File: src/rtl/pipeline_stall_ctrl.sv
// pipeline_stall_ctrl
//   Central stall/flush sequencer for the 5-stage MIPS32 pipeline. Arbitrates
//   memory freezes, taken branches, hazard stalls and ID-stage jumps into the
//   pipeline-register write enables and flushes. Remembers a branch that
//   resolves while memory is busy and applies it when the access completes.
//   Keeps saturating stall/flush counters and traps runaway hazard stalls.
//
// Ports
//   clk, rst_n        : clock, asynchronous active-low reset
//   hazard_detected   : load-use / branch-operand hazard for the ID instruction
//   branch_taken      : EXE-stage branch resolved taken
//   jump_id           : jump decoded in ID
//   dmem_req          : MEM stage has a data access in flight
//   dmem_ready        : data memory completes the access this cycle
//   pc_write          : PC load enable
//   if_id_write       : IF/ID enable
//   if_id_flush       : clear IF/ID to NOP
//   id_ex_flush       : clear ID/EX to a bubble
//   pipe_adv          : enable for ID/EX, EX/MEM, MEM/WB
//   stall_timeout     : sticky trap flag (cleared only by reset)
//   stall_cycles      : saturating count of cycles with pc_write = 0
//   flush_events      : saturating count of applied branch flushes
//
// Memory handshake: an access is outstanding while dmem_req = 1; the cycle in
// which dmem_ready = 1 completes it. dmem_req & ~dmem_ready freezes the whole
// pipeline; dmem_req & dmem_ready in one cycle is a zero-wait access.

module pipeline_stall_ctrl #(
    parameter int MAX_STALL = 8,
    parameter int CNT_W     = 16
) (
    input  logic             clk,
    input  logic             rst_n,
    input  logic             hazard_detected,
    input  logic             branch_taken,
    input  logic             jump_id,
    input  logic             dmem_req,
    input  logic             dmem_ready,
    output logic             pc_write,
    output logic             if_id_write,
    output logic             if_id_flush,
    output logic             id_ex_flush,
    output logic             pipe_adv,
    output logic             stall_timeout,
    output logic [CNT_W-1:0] stall_cycles,
    output logic [CNT_W-1:0] flush_events
);

    localparam int RUN_W = $clog2(MAX_STALL + 1);

    typedef enum logic [1:0] {
        S_RUN      = 2'd0,
        S_STALL    = 2'd1,
        S_MEM_WAIT = 2'd2,
        S_TRAP     = 2'd3
    } state_t;

    state_t           state;
    state_t           state_nxt;
    logic             br_pend;
    logic             br_pend_nxt;
    logic [RUN_W-1:0] stall_run;
    logic [RUN_W-1:0] stall_run_nxt;
    logic             timeout_nxt;
    logic             flush_inc;

    always_ff @(posedge clk or negedge rst_n) begin
        if (!rst_n) begin
            state         <= S_RUN;
            br_pend       <= 1'b0;
            stall_run     <= '0;
            stall_timeout <= 1'b0;
            stall_cycles  <= '0;
            flush_events  <= '0;
        end else begin
            state         <= state_nxt;
            br_pend       <= br_pend_nxt;
            stall_run     <= stall_run_nxt;
            stall_timeout <= timeout_nxt;
            if (!pc_write && stall_cycles != '1) begin
                stall_cycles <= stall_cycles + 1'b1;
            end
            if (flush_inc && flush_events != '1) begin
                flush_events <= flush_events + 1'b1;
            end
        end
    end

    // Rules are evaluated in strict priority order. MEM_WAIT and STALL carry no
    // exit condition of their own: every non-trap cycle re-runs the priority
    // chain, so a pending branch is applied in the very cycle dmem_ready rises.
    always_comb begin
        state_nxt     = state;
        br_pend_nxt   = br_pend;
        stall_run_nxt = stall_run;
        timeout_nxt   = stall_timeout;
        flush_inc     = 1'b0;
        pc_write      = 1'b0;
        if_id_write   = 1'b0;
        if_id_flush   = 1'b0;
        id_ex_flush   = 1'b0;
        pipe_adv      = 1'b0;

        if (state == S_TRAP) begin
            state_nxt = S_TRAP;
        end else if (dmem_req && !dmem_ready) begin
            state_nxt = S_MEM_WAIT;
            if (branch_taken) begin
                br_pend_nxt = 1'b1;
            end
        end else if (branch_taken || br_pend) begin
            // The branch squashes whatever sits in IF/ID and ID/EX, including
            // an instruction the hazard unit wanted to stall.
            pc_write      = 1'b1;
            if_id_write   = 1'b1;
            if_id_flush   = 1'b1;
            id_ex_flush   = 1'b1;
            pipe_adv      = 1'b1;
            br_pend_nxt   = 1'b0;
            flush_inc     = 1'b1;
            stall_run_nxt = '0;
            state_nxt     = S_RUN;
        end else if (hazard_detected) begin
            id_ex_flush = 1'b1;
            pipe_adv    = 1'b1;
            if (stall_run == RUN_W'(MAX_STALL - 1)) begin
                stall_run_nxt = RUN_W'(MAX_STALL);
                timeout_nxt   = 1'b1;
                state_nxt     = S_TRAP;
            end else begin
                stall_run_nxt = stall_run + RUN_W'(1);
                state_nxt     = S_STALL;
            end
        end else if (jump_id) begin
            pc_write    = 1'b1;
            if_id_write = 1'b1;
            if_id_flush = 1'b1;
            pipe_adv    = 1'b1;
            state_nxt   = S_RUN;
        end else begin
            pc_write      = 1'b1;
            if_id_write   = 1'b1;
            pipe_adv      = 1'b1;
            stall_run_nxt = '0;
            state_nxt     = S_RUN;
        end
    end

endmodule

File: config.mk
export PLATFORM = sky130hd
export DESIGN_NAME = pipeline_stall_ctrl
export DESIGN_NICKNAME = d
export VERILOG_FILES = /design/src/rtl/pipeline_stall_ctrl.sv
export SDC_FILE = /design/constraint.sdc
export NUM_CORES = 1
export LEC_CHECK = 0
export ABC_AREA = 0
export ABC_CLOCK_PERIOD_IN_PS = 2300
export BUFFER_PORTS_ARGS = -buffer_cell sky130_fd_sc_hd__buf_2
export CORE_MARGIN = 4
export CORE_UTILIZATION = 40
export CTS_BUF_LIST = sky130_fd_sc_hd__clkbuf_16
export DETAILED_ROUTE_END_ITERATION = 8
export PLACE_DENSITY_LB_ADDON = 0.12
export RECOVER_POWER = 25
export SKIP_LAST_GASP = 1
export SLEW_MARGIN = 15
export SYNTH_ARGS = -nofsm -noshare
export SYNTH_HDL_FRONTEND = slang
export SYNTH_SLANG_ARGS = --single-unit
export TNS_END_PERCENT = 5
File: constraint.sdc
create_clock -name clk -period 2.3 [get_ports clk]
set_input_delay 0.23 -clock clk [delete_from_list [all_inputs] [get_ports clk]]
set_output_delay 0.23 -clock clk [all_outputs]
set_load 0.01 [all_outputs]
==> results of run 1 <==
through the flow:
stage,instance area (um^2),total power [uW]
global route,2510,2920
floorplan,2050,1640
finish,2510,2720
detailed placement,2350,1970
global placement,2350,1960
CTS,2510,2760
area by class of cell:
| class | count | area [um^2] | share of cell area |
|---|---|---|---|
| multi-input combinational | 148 | 1000 | 0.400 |
| sequential | 40 | 1000 | 0.399 |
| clock buffer | 5 | 125 | 0.0499 |
| inverter | 4 | 15.0 | 0.00598 |
| tap | 67 | 83.8 | 0.0334 |
| clock inverter | 3 | 38.8 | 0.0155 |
| timing repair buffer | 47 | 243 | 0.0967 |
worst max path at each step:
| stage | end | slack (ns) | cells past startpoint |
|---|---|---|---|
| finish | pc_write | 0.30 | 3 |
| floorplan | flush_events[15]$_DFFE_PN0P_ | 0.59 | 4 |
| global route | pc_write | 0.15 | 3 |
| CTS | if_id_write | 0.28 | 3 |
| detailed placement | stall_cycles[1]$_DFFE_PN0P_ | 0.32 | 4 |
| global placement | stall_cycles[1]$_DFFE_PN0P_ | 0.36 | 4 |
metal layers:
metal / up-vias / GRT usage / routed length, um
li1: 816 / - / -
met1: 773 / 0.195 / 2030
met2: 38 / 0.229 / 1890
met3: 7 / 0.0361 / 224
met4: 0 / 0.0722 / 64
met5: - / 0 / 0
registers in the layout (all words and copies together) (netlist names):
register / cells
stall_timeout: 1
stall_run: 4
flush_events: 16
br_pend: 1
stall_cycles: 16
state: 2
cell families (layout without fill, tap and decap cells):
| kind of cell | count (synthesis) | count (layout) | synth area share |
|---|---|---|---|
| and+or+nand+nor | 96 | 96 | 0.275 |
| buffers and inverters | 9 | 59 | 0.0262 |
| muxes | 6 | 6 | 0.0323 |
| xor gates and xnor gates | 26 | 26 | 0.111 |
| DFF | 40 | 40 | 0.488 |
| AOI/OAI and AO/OA | 17 | 17 | 0.0494 |
| adders and majority gates | 3 | 3 | 0.0183 |
where the power goes:
group | total (uW) | internal (uW) | switching, uW
Combinational | 793 | 352 | 441
Clock | 778 | 506 | 273
Sequential | 1150 | 902 | 251
Total | 2720 | 1760 | 965
cell usage in the layout, fill, tap and decap left out, drive strengths merged, types with 3 or more instances in the layout:
cell type and instances:
xor2 25, a21oi 5, nor3 13, buf 46
nand2 19, nand2b 3, nor4 15, inv 5
or2 3, dfrtp 40, nand4 11, nand3 9
o21ai 5, ha 3, and3 4, clkbuf 6
nor2 7, mux2 5
==> run summary, run 1 <==
========================================================================================================
Post-CTS clock slew at the launch and capture registers of the worst setup and hold paths        0.06 ns
Root buffer cell                                                                            sky130_fd_sc_hd__clkbuf_16
Maximum number of pins on one net before global-route repair                                          41
Post-detailed-placement half-perimeter wirelength                                                3040 um
Insertion delay to the later sink of the worst-skew pair                                         0.28 ns
Count of fill cells added during filler insertion                                                    446
Path class of the lowest-slack min-delay path                                                in -> async
Total of warnings raised by yosys                                                                      0
Post-synthesis cell count                                                                            197
Master of the slowest instance on the critical path                                         sky130_fd_sc_hd__and3_1
Worst r2r path cells                                                                                   4
Top cell type by total area after synthesis                                                 sky130_fd_sc_hd__dfrtp_1
Sequential element share of the synthesized area                                                   0.488
Number of top-level pins                                                                              45
Portion of the clock cycle consumed by the worst path in the final layout                          0.868
Data required time at the worst endpoint                                                         2.07 ns
First-pass GRT wire length                                                                       7290 um
Post-synth EDFFs                                                                                       0
End of the worst register-to-register path                                                  stall_cycles[1]$_DFFE_PN0P_
H-tree levels                                                                                          2
Fin crit period                                                                                  2.00 ns
Number of buffers inserted by hold repair at cts                                                       0
Startpoint of the worst setup timing path                                                   br_pend$_DFFE_PN0P_
Count of antenna diodes in the layout                                                                  0
Mean instance size in the synthesized netlist                                                  10.4 um^2
Router iterations before antenna repair                                                                4
Count of unique library cells instantiated by Yosys                                                   42
Worst ir drop on vdd                                                                            0.848 mV
Number of nets in the final layout                                                                   256
Initial antenna violation count                                                                        0
Worst clock skew                                                                              0.00499 ns
Worst slew margin relative to its limit                                                            0.344
Unrepaired setup endpoints after global routing                                                       no
Leakage power total                                                                           0.00113 uW
End-of-flow core utilization                                                                       0.518
Critical path buffers and inverters                                                                    1
Final ANT Viol Nets                                                                                    0
Initial detailed-routing violation count                                                              51
Final total negative setup slack                                                                    0 ns
Critical path class                                                                           reg -> out
Number of global-route vias before repair                                                          1,521
Routed via count                                                                                   1,634
Max-slew violation total from the final report                                                         0
Count of instances resized after the clock tree is built                                               0
Share of final-layout standard cells stronger than drive strength 1                                0.263
Cells taking the most area after synthesis                                                  sky130_fd_sc_hd__dfrtp_1 49%, sky130_fd_sc_hd__xor2_1 11%, sky130_fd_sc_hd__nor4_1 3.7%, sky130_fd_sc_hd__nand2_1 3.5%, sky130_fd_sc_hd__nand4_1 3.4%
Overall Global Routing Usage                                                                       0.149
Source of the worst register-to-register timing path                                        br_pend$_DFFE_PN0P_
Commonest cells post-synth                                                                  40 x sky130_fd_sc_hd__dfrtp_1, 25 x sky130_fd_sc_hd__xor2_1, 19 x sky130_fd_sc_hd__nand2_1, 13 x sky130_fd_sc_hd__nor3_1, 12 x sky130_fd_sc_hd__nor4_1
Syn Std Cell Area                                                                              2050 um^2
Setup WS pre-CTS                                                                                0.319 ns
Critical path endpoint category                                                             primary output
Num Clock Sinks                                                                                       40
Maximum cell stage delay along the critical path                                                 0.43 ns
Main flop type after synthesis                                                              sky130_fd_sc_hd__dfrtp_1
Setup ws final                                                                                  0.304 ns
Cell family contributing the most delay on the critical path                                simple AND/OR/NAND/NOR gates
Maxcap violations                                                                                      0
Wire length after detailed routing                                                               4210 um
Overflow left after global routing                                                                     0
Routed wirelength normalized by instance count                                                   13.4 um
Count of final setup violators                                                                         0
DR vias/cell                                                                                        5.20
Post-placement cell count                                                                            306
Most common cell in the netlist                                                             sky130_fd_sc_hd__dfrtp_1
Number of design rule violations left after detail routing                                             0
Register-to-register setup slack                                                                 0.34 ns
Number of buffers on the longest clock path                                                            2
TritonCTS Buffers                                                                                      5
Number of standard cells in the layout, taps in and fillers out                                      314
Maximum clock rate                                                                               501 MHz
Net count after synthesis                                                                            207
Chip width                                                                                       79.6 um
WHS                                                                                             0.100 ns
Initial core utilization                                                                           0.423
Crit path DAT                                                                                    1.77 ns
Number of buffers inserted by post-CTS setup repair                                                    0
Yosys reg bits                                                                                        40
Final hold vios                                                                                        0
Number of buffer cells added on primary ports                                                         44
Synth-to-Final Area Change                                                                         22.3%
Critical-path cell list                                                                     or3b_1 > and3_1 > buf_2
Power density cells                                                                         1090 nW/um^2
Async set or reset register ratio after synthesis                                                   1.00
Area of the core                                                                               4850 um^2
Type of origin of the critical path                                                             register
Yosys top cell area share                                                                          0.488
TritonCTS clock tree                                                                                 yes
Largest fanout of any net on the critical path                                                        17
Worst slew pin tran                                                                             0.984 ns
Count of standard-cell rows                                                                           25
Final Wtd Congestion                                                                               0.762
Status                                                                                      finished, final reports clean
Die area                                                                                       6340 um^2
Height of the die                                                                                79.6 um
========================================================================================================
No activity file was read; power rests on OpenSTA's default activity.
==> run 2, diff against run 1 <==
CORE_ASPECT_RATIO = 0.8   (was unset)
PLACE_DENSITY = 0.68   (was unset)
PLACE_DENSITY_LB_ADDON = unset   (was 0.12)
==> run 2 against run 1 <==
Compared with the run above:
- setup slack better by 0.0067 ns
- power down 4.4%
- die area is 0.10% higher
- critical path type unchanged
- utilization is 2.0 points lower
- wire length is 0.43% higher
- global-route usage shrank 1.0 points
- maximum frequency up 0.33%
==> run summary, run 2 (synthesis results as in run 1) <==
========================================================================================================
Status                                                                                      finished, final reports clean
TritonCTS Buffers                                                                                      5   unchanged
Final hold vios                                                                                        0   unchanged
Worst clock skew                                                                              0.00475 ns   -0.000238 ns
Number of buffers inserted by hold repair at cts                                                       0   unchanged
Combinational share of power                                                                       0.304   +0.013
Final ANT Viol Nets                                                                                    0   unchanged
Type of origin of the critical path                                                             register
Wire length after detailed routing                                                               4230 um   +0.43%
DR vias/cell                                                                                        5.26   +1.1%
Critical path endpoint category                                                             primary output
Number of design rule violations left after detail routing                                             0   unchanged
Leading cell type in the layout, fill and taps excluded                                     sky130_fd_sc_hd__buf_2
End of the worst register-to-register path                                                  stall_cycles[1]$_DFFE_PN0P_
Fin crit period                                                                                  1.99 ns   -0.00666 ns
Root buffer cell                                                                            sky130_fd_sc_hd__clkbuf_16
Count of antenna diodes in the layout                                                                  0   unchanged
Maximum number of pins on one net before global-route repair                                          41   unchanged
Register area                                                                                  1000 um^2   unchanged
TritonCTS clock tree                                                                                 yes
Power density cells                                                                         1050 nW/um^2   -3.1%
Number of buffers on the longest clock path                                                            2   unchanged
Overflow left after global routing                                                                     0   unchanged
First-pass GRT wire length                                                                       6890 um   -5.5%
Fin area                                                                                       2480 um^2   -1.3%
Power, Total                                                                                     2610 uW   -4.4%
Maximum clock rate                                                                               503 MHz   +0.33%
Post-detailed-placement half-perimeter wirelength                                                3090 um   +1.6%
Area of the core                                                                               4980 um^2   +2.7%
Number of nets in the final layout                                                                   256   unchanged
Placed cell area                                                                               2340 um^2   -0.27%
Largest fanout of any net on the critical path                                                        17   unchanged
Maxcap violations                                                                                      0   unchanged
Overall Global Routing Usage                                                                       0.138   -0.0103
Source of the worst register-to-register timing path                                        br_pend$_DFFE_PN0P_
Number of buffer cells added on primary ports                                                         44   unchanged
Net load switching power                                                                          964 uW   about the same
Worst slew margin relative to its limit                                                            0.348   +0.00413
Critical path capture point                                                                     pc_write
Max-slew violation total from the final report                                                         0   unchanged
WHS                                                                                             0.101 ns   +0.000740 ns
Crit path DAT                                                                                    1.76 ns   about the same
Synth-to-Final Area Change                                                                         20.7%
Height of the die                                                                                72.1 um   -9.5%
Chip width                                                                                       88.1 um   +11%
Final Wtd Congestion                                                                               0.752   -1.3%
Leakage power total                                                                           0.00112 uW   -0.92%
Top Registers                                                                               flush_events (16), stall_cycles (16), stall_run (4)
Critical path class                                                                           reg -> out
Worst r2r path cells                                                                                   4   unchanged
Share of final-layout standard cells stronger than drive strength 1                                0.255   -0.00810
Initial antenna violation count                                                                        0   unchanged
Register-to-register setup slack                                                                 0.32 ns   -0.02 ns
Count of instances resized after the clock tree is built                                               0   unchanged
Internal power summed over all cells                                                             1640 uW   -6.7%
Initial core utilization                                                                           0.412   -0.0111
Post-CTS clock slew at the launch and capture registers of the worst setup and hold paths        0.05 ns   about the same
Routed via count                                                                                   1,625   -0.55%
Count of fill cells added during filler insertion                                                    477   +7.0%
Unrepaired setup endpoints after global routing                                                       no
H-tree levels                                                                                          2   unchanged
Switching Fraction                                                                                 0.370   +0.0159
Clock Power Share                                                                                  0.245   -0.041
Final total negative setup slack                                                                    0 ns   unchanged
Router iterations before antenna repair                                                                4   unchanged
Startpoint of the worst setup timing path                                                   br_pend$_DFFE_PN0P_
Leading cell types in the layout, fill and taps excluded                                    43 x sky130_fd_sc_hd__buf_2, 40 x sky130_fd_sc_hd__dfrtp_1, 25 x sky130_fd_sc_hd__xor2_1
Number of global-route vias before repair                                                          1,495   -1.7%
Worst ir drop on vdd                                                                            0.720 mV   -15%
Insertion delay to the later sink of the worst-skew pair                                         0.28 ns   about the same
Portion of the clock cycle consumed by the worst path in the final layout                          0.865   -0.00289
Data required time at the worst endpoint                                                         2.07 ns   about the same
Worst slew pin tran                                                                             0.978 ns   -0.00619 ns
Routed wirelength normalized by instance count                                                   13.7 um   +2.1%
Number of buffers inserted by post-CTS setup repair                                                    0   unchanged
Portion of total power attributed to sequential cells                                              0.451   +0.028
Path class of the lowest-slack min-delay path                                                in -> async
Count of final setup violators                                                                         0   unchanged
Number of standard cells in the layout, taps in and fillers out                                      309   -1.6%
Die area                                                                                       6350 um^2   +0.10%
Post-placement cell count                                                                            301   -1.6%
Area of the multi-input gates                                                                  1000 um^2   unchanged
Count of standard-cell rows                                                                           23   -8.0%
Initial detailed-routing violation count                                                              58   +14%
Num Clock Sinks                                                                                       40   unchanged
Number of top-level pins                                                                              45   unchanged
========================================================================================================
-- run 2: changes by cell type in the layout (fill, tap and decap cells not counted), sizes merged --
| cell | before | now |
|---|---|---|
| bufinv | 1 | 0 |
| inv | 5 | 6 |
-- run 2: worst min path at each step --
stage                     startpoint                           end  slack (ns)
after CTS                      rst_n  flush_events[10]$_DFFE_PN0P_         0.1
after global placement         rst_n   flush_events[9]$_DFFE_PN0P_        0.40
after detailed placement       rst_n  flush_events[10]$_DFFE_PN0P_        0.40
after global routing           rst_n   flush_events[9]$_DFFE_PN0P_        0.20
final                          rst_n  flush_events[14]$_DFFE_PN0P_        0.10
after floorplan                rst_n           br_pend$_DFFE_PN0P_       -0.07
-- run 2: power groups by stage --
stage / Combinational [uW] / Clock, uW / Sequential (uW)
after floorplan: 419 / 0 / 1220
after detailed placement: 802 / 0 / 1180
after global routing: 886 / 691 / 1210
after CTS: 804 / 668 / 1170
after global placement: 786 / 0 / 1170
final: 791 / 639 / 1170
-- run 2: per-layer routing --
metal | global-route usage | routed length, um | vias up
met5 | 0 | 0 | -
met4 | 0.0554 | 65 | 0
met3 | 0.0409 | 274 | 8
met2 | 0.197 | 1770 | 46
met1 | 0.197 | 2120 | 760
li1 | - | - | 811
-- run 2: critical path, stage by stage (launching register included) --
cell and delay, ns:
sky130_fd_sc_hd__dfrtp_1 0.39, sky130_fd_sc_hd__or3b_1 0.40, sky130_fd_sc_hd__and3_1 0.42, sky130_fd_sc_hd__buf_2 0.26
-- run 2: final cells by class --
type,count,share of cell area
Clock buffer,5,0.0505
Sequential cell,40,0.404
Clock inverter,3,0.00455
Tap cell,62,0.0313
Inverter,4,0.00606
Timing Repair Buffer,47,0.0980
Multi-Input combinational cell,148,0.405
-- run 2: stage by stage --
| stage | setup slack, ns | utilization |
|---|---|---|
| finish | 0.311 | 0.497 |
| global route | 0.187 | 0.497 |
| CTS | 0.296 | 0.497 |
| detailed placement | 0.328 | 0.470 |
| global placement | 0.377 | 0.470 |
| floorplan | 0.585 | - |
==> run 3, diff against run 2 <==
MAX_ROUTING_LAYER = met4   (was unset)
==> run 3 against run 2 <==
Compared with the run above:
- first-iteration DRC count stayed put
- highest routed layer unchanged
- maximum frequency hardly changed
- wire length stayed put
==> run summary, run 3 (synthesis results as in run 1) <==
========================================================================================================
Leakage power total                                                                           0.00112 uW   unchanged
Initial detailed-routing violation count                                                              58   unchanged
Critical path endpoint category                                                             primary output
Maximum cell stage delay along the critical path                                                 0.42 ns   about the same
Number of design rule violations left after detail routing                                             0   unchanged
Worst r2r path cells                                                                                   4   unchanged
End of the worst register-to-register path                                                  stall_cycles[1]$_DFFE_PN0P_
Number of top-level pins                                                                              45   unchanged
Maximum number of pins on one net before global-route repair                                          41   unchanged
End-of-flow core utilization                                                                       0.497   unchanged
Count of instances resized after the clock tree is built                                               0   unchanged
Initial core utilization                                                                           0.412   unchanged
Leading cell types in the layout, fill and taps excluded                                    43 x sky130_fd_sc_hd__buf_2, 40 x sky130_fd_sc_hd__dfrtp_1, 25 x sky130_fd_sc_hd__xor2_1
Count of final setup violators                                                                         0   unchanged
Placed cell area                                                                               2340 um^2   unchanged
Final total negative setup slack                                                                    0 ns   unchanged
Power, Total                                                                                     2600 uW   about the same
Synth-to-Final Area Change                                                                         20.7%   unchanged
Worst slew margin relative to its limit                                                            0.348   unchanged
Fin crit period                                                                                  1.99 ns   -0.0000350 ns
Maxcap violations                                                                                      0   unchanged
Stages on the worst setup path                                                                         3   unchanged
Leading cell type in the layout, fill and taps excluded                                     sky130_fd_sc_hd__buf_2
Power density cells                                                                         1050 nW/um^2   about the same
Number of buffer cells added on primary ports                                                         44   unchanged
First-pass GRT wire length                                                                       6890 um   unchanged
Worst ir drop on vdd                                                                            0.720 mV   about the same
Largest fanout of any net on the critical path                                                        17   unchanged
TritonCTS clock tree                                                                                 yes
Critical path class                                                                           reg -> out
Maximum clock rate                                                                               503 MHz   about the same
Final hold vios                                                                                        0   unchanged
Wire length after detailed routing                                                               4230 um   unchanged
Register-to-register setup slack                                                                 0.32 ns   about the same
Overflow left after global routing                                                                     0   unchanged
Number of buffers on the longest clock path                                                            2   unchanged
WHS                                                                                             0.101 ns   +0.000133 ns
Share of final-layout standard cells stronger than drive strength 1                                0.255   unchanged
Source of the worst register-to-register timing path                                        br_pend$_DFFE_PN0P_
Number of global-route vias before repair                                                          1,495   unchanged
Area of the core                                                                               4980 um^2   unchanged
Overall Global Routing Usage                                                                       0.142   +0.00412
Post-detailed-placement half-perimeter wirelength                                                3090 um   unchanged
Number of nets in the final layout                                                                   256   unchanged
Max-slew violation total from the final report                                                         0   unchanged
DR vias/cell                                                                                        5.26   about the same
Type of origin of the critical path                                                             register
Status                                                                                      finished, final reports clean
Worst slew pin tran                                                                             0.978 ns   unchanged
Count of fill cells added during filler insertion                                                    477   unchanged
Die area                                                                                       6350 um^2   unchanged
Worst clock skew                                                                              0.00462 ns   -0.000127 ns
Routed wirelength normalized by instance count                                                   13.7 um   unchanged
Initial antenna violation count                                                                        0   unchanged
Path class of the lowest-slack min-delay path                                                in -> async
Unrepaired setup endpoints after global routing                                                       no
Insertion delay to the later sink of the worst-skew pair                                         0.28 ns   about the same
Final Wtd Congestion                                                                               0.762   +1.3%
TritonCTS Buffers                                                                                      5   unchanged
Top Registers                                                                               flush_events (16), stall_cycles (16), stall_run (4)
Height of the die                                                                                72.1 um   unchanged
Number of buffers inserted by post-CTS setup repair                                                    0   unchanged
Critical path buffers and inverters                                                                    1   unchanged
Num Clock Sinks                                                                                       40   unchanged
Portion of the clock cycle consumed by the worst path in the final layout                          0.865   about the same
Critical-path cell list                                                                     or3b_1 > and3_1 > buf_2
Crit path DAT                                                                                    1.76 ns   about the same
Count of antenna diodes in the layout                                                                  0   unchanged
Final ANT Viol Nets                                                                                    0   unchanged
Count of standard-cell rows                                                                           23   unchanged
Master of the slowest instance on the critical path                                         sky130_fd_sc_hd__and3_1
Fin area                                                                                       2480 um^2   unchanged
Root buffer cell                                                                            sky130_fd_sc_hd__clkbuf_16
Router iterations before antenna repair                                                                4   unchanged
H-tree levels                                                                                          2   unchanged
Data required time at the worst endpoint                                                         2.07 ns   about the same
Cell family contributing the most delay on the critical path                                simple AND/OR/NAND/NOR gates
Chip width                                                                                       88.1 um   unchanged
Routed via count                                                                                   1,626   +0.062%
Number of buffers inserted by hold repair at cts                                                       0   unchanged
Post-CTS clock slew at the launch and capture registers of the worst setup and hold paths        0.05 ns   about the same
========================================================================================================
[run 3: worst max path at each step]
stage	slack, ns	from	endpoint
6_report	0.31	br_pend$_DFFE_PN0P_	pc_write
5_1_grt	0.19	state[0]$_DFF_PN0_	pc_write
4_1_cts	0.30	br_pend$_DFFE_PN0P_	pc_write
3_5_place_dp	0.33	br_pend$_DFFE_PN0P_	stall_cycles[1]$_DFFE_PN0P_
3_3_place_gp	0.38	br_pend$_DFFE_PN0P_	stall_cycles[1]$_DFFE_PN0P_
2_1_floorplan	0.59	flush_events[8]$_DFFE_PN0P_	flush_events[15]$_DFFE_PN0P_
[run 3: per-stage QoR]
stage / std cells / setup slack, ns
after detailed placement: 301 / 0.328
after CTS: 309 / 0.296
after global routing: 309 / 0.187
after global placement: 301 / 0.377
final: 309 / 0.311
after floorplan: 197 / 0.585
[run 3: final cells by class]
class | instances | area, um^2 | area share
well taps | 62 | 77.6 | 0.0313
inverters | 4 | 15.0 | 0.00606
repair buffers | 47 | 243 | 0.0980
multi-input cells | 148 | 1000 | 0.405
clock inverters | 3 | 11.3 | 0.00455
flip-flops and latches | 40 | 1000 | 0.404
clock buffers | 5 | 125 | 0.0505
[run 3: power by group]
| part | switching (uW) | internal (uW) | total, uW |
|---|---|---|---|
| combinational | 442 | 349 | 791 |
| clock | 249 | 389 | 639 |
| sequential | 272 | 902 | 1170 |
| total | 964 | 1640 | 2600 |
[run 3: routing by layer]
layer,vias to the layer above,GRT usage,wire (um)
li1,811,-,-
met2,46,0.197,1770
met5,-,-,0
met3,8,0.0397,267
met1,761,0.198,2130
met4,0,0.0554,61
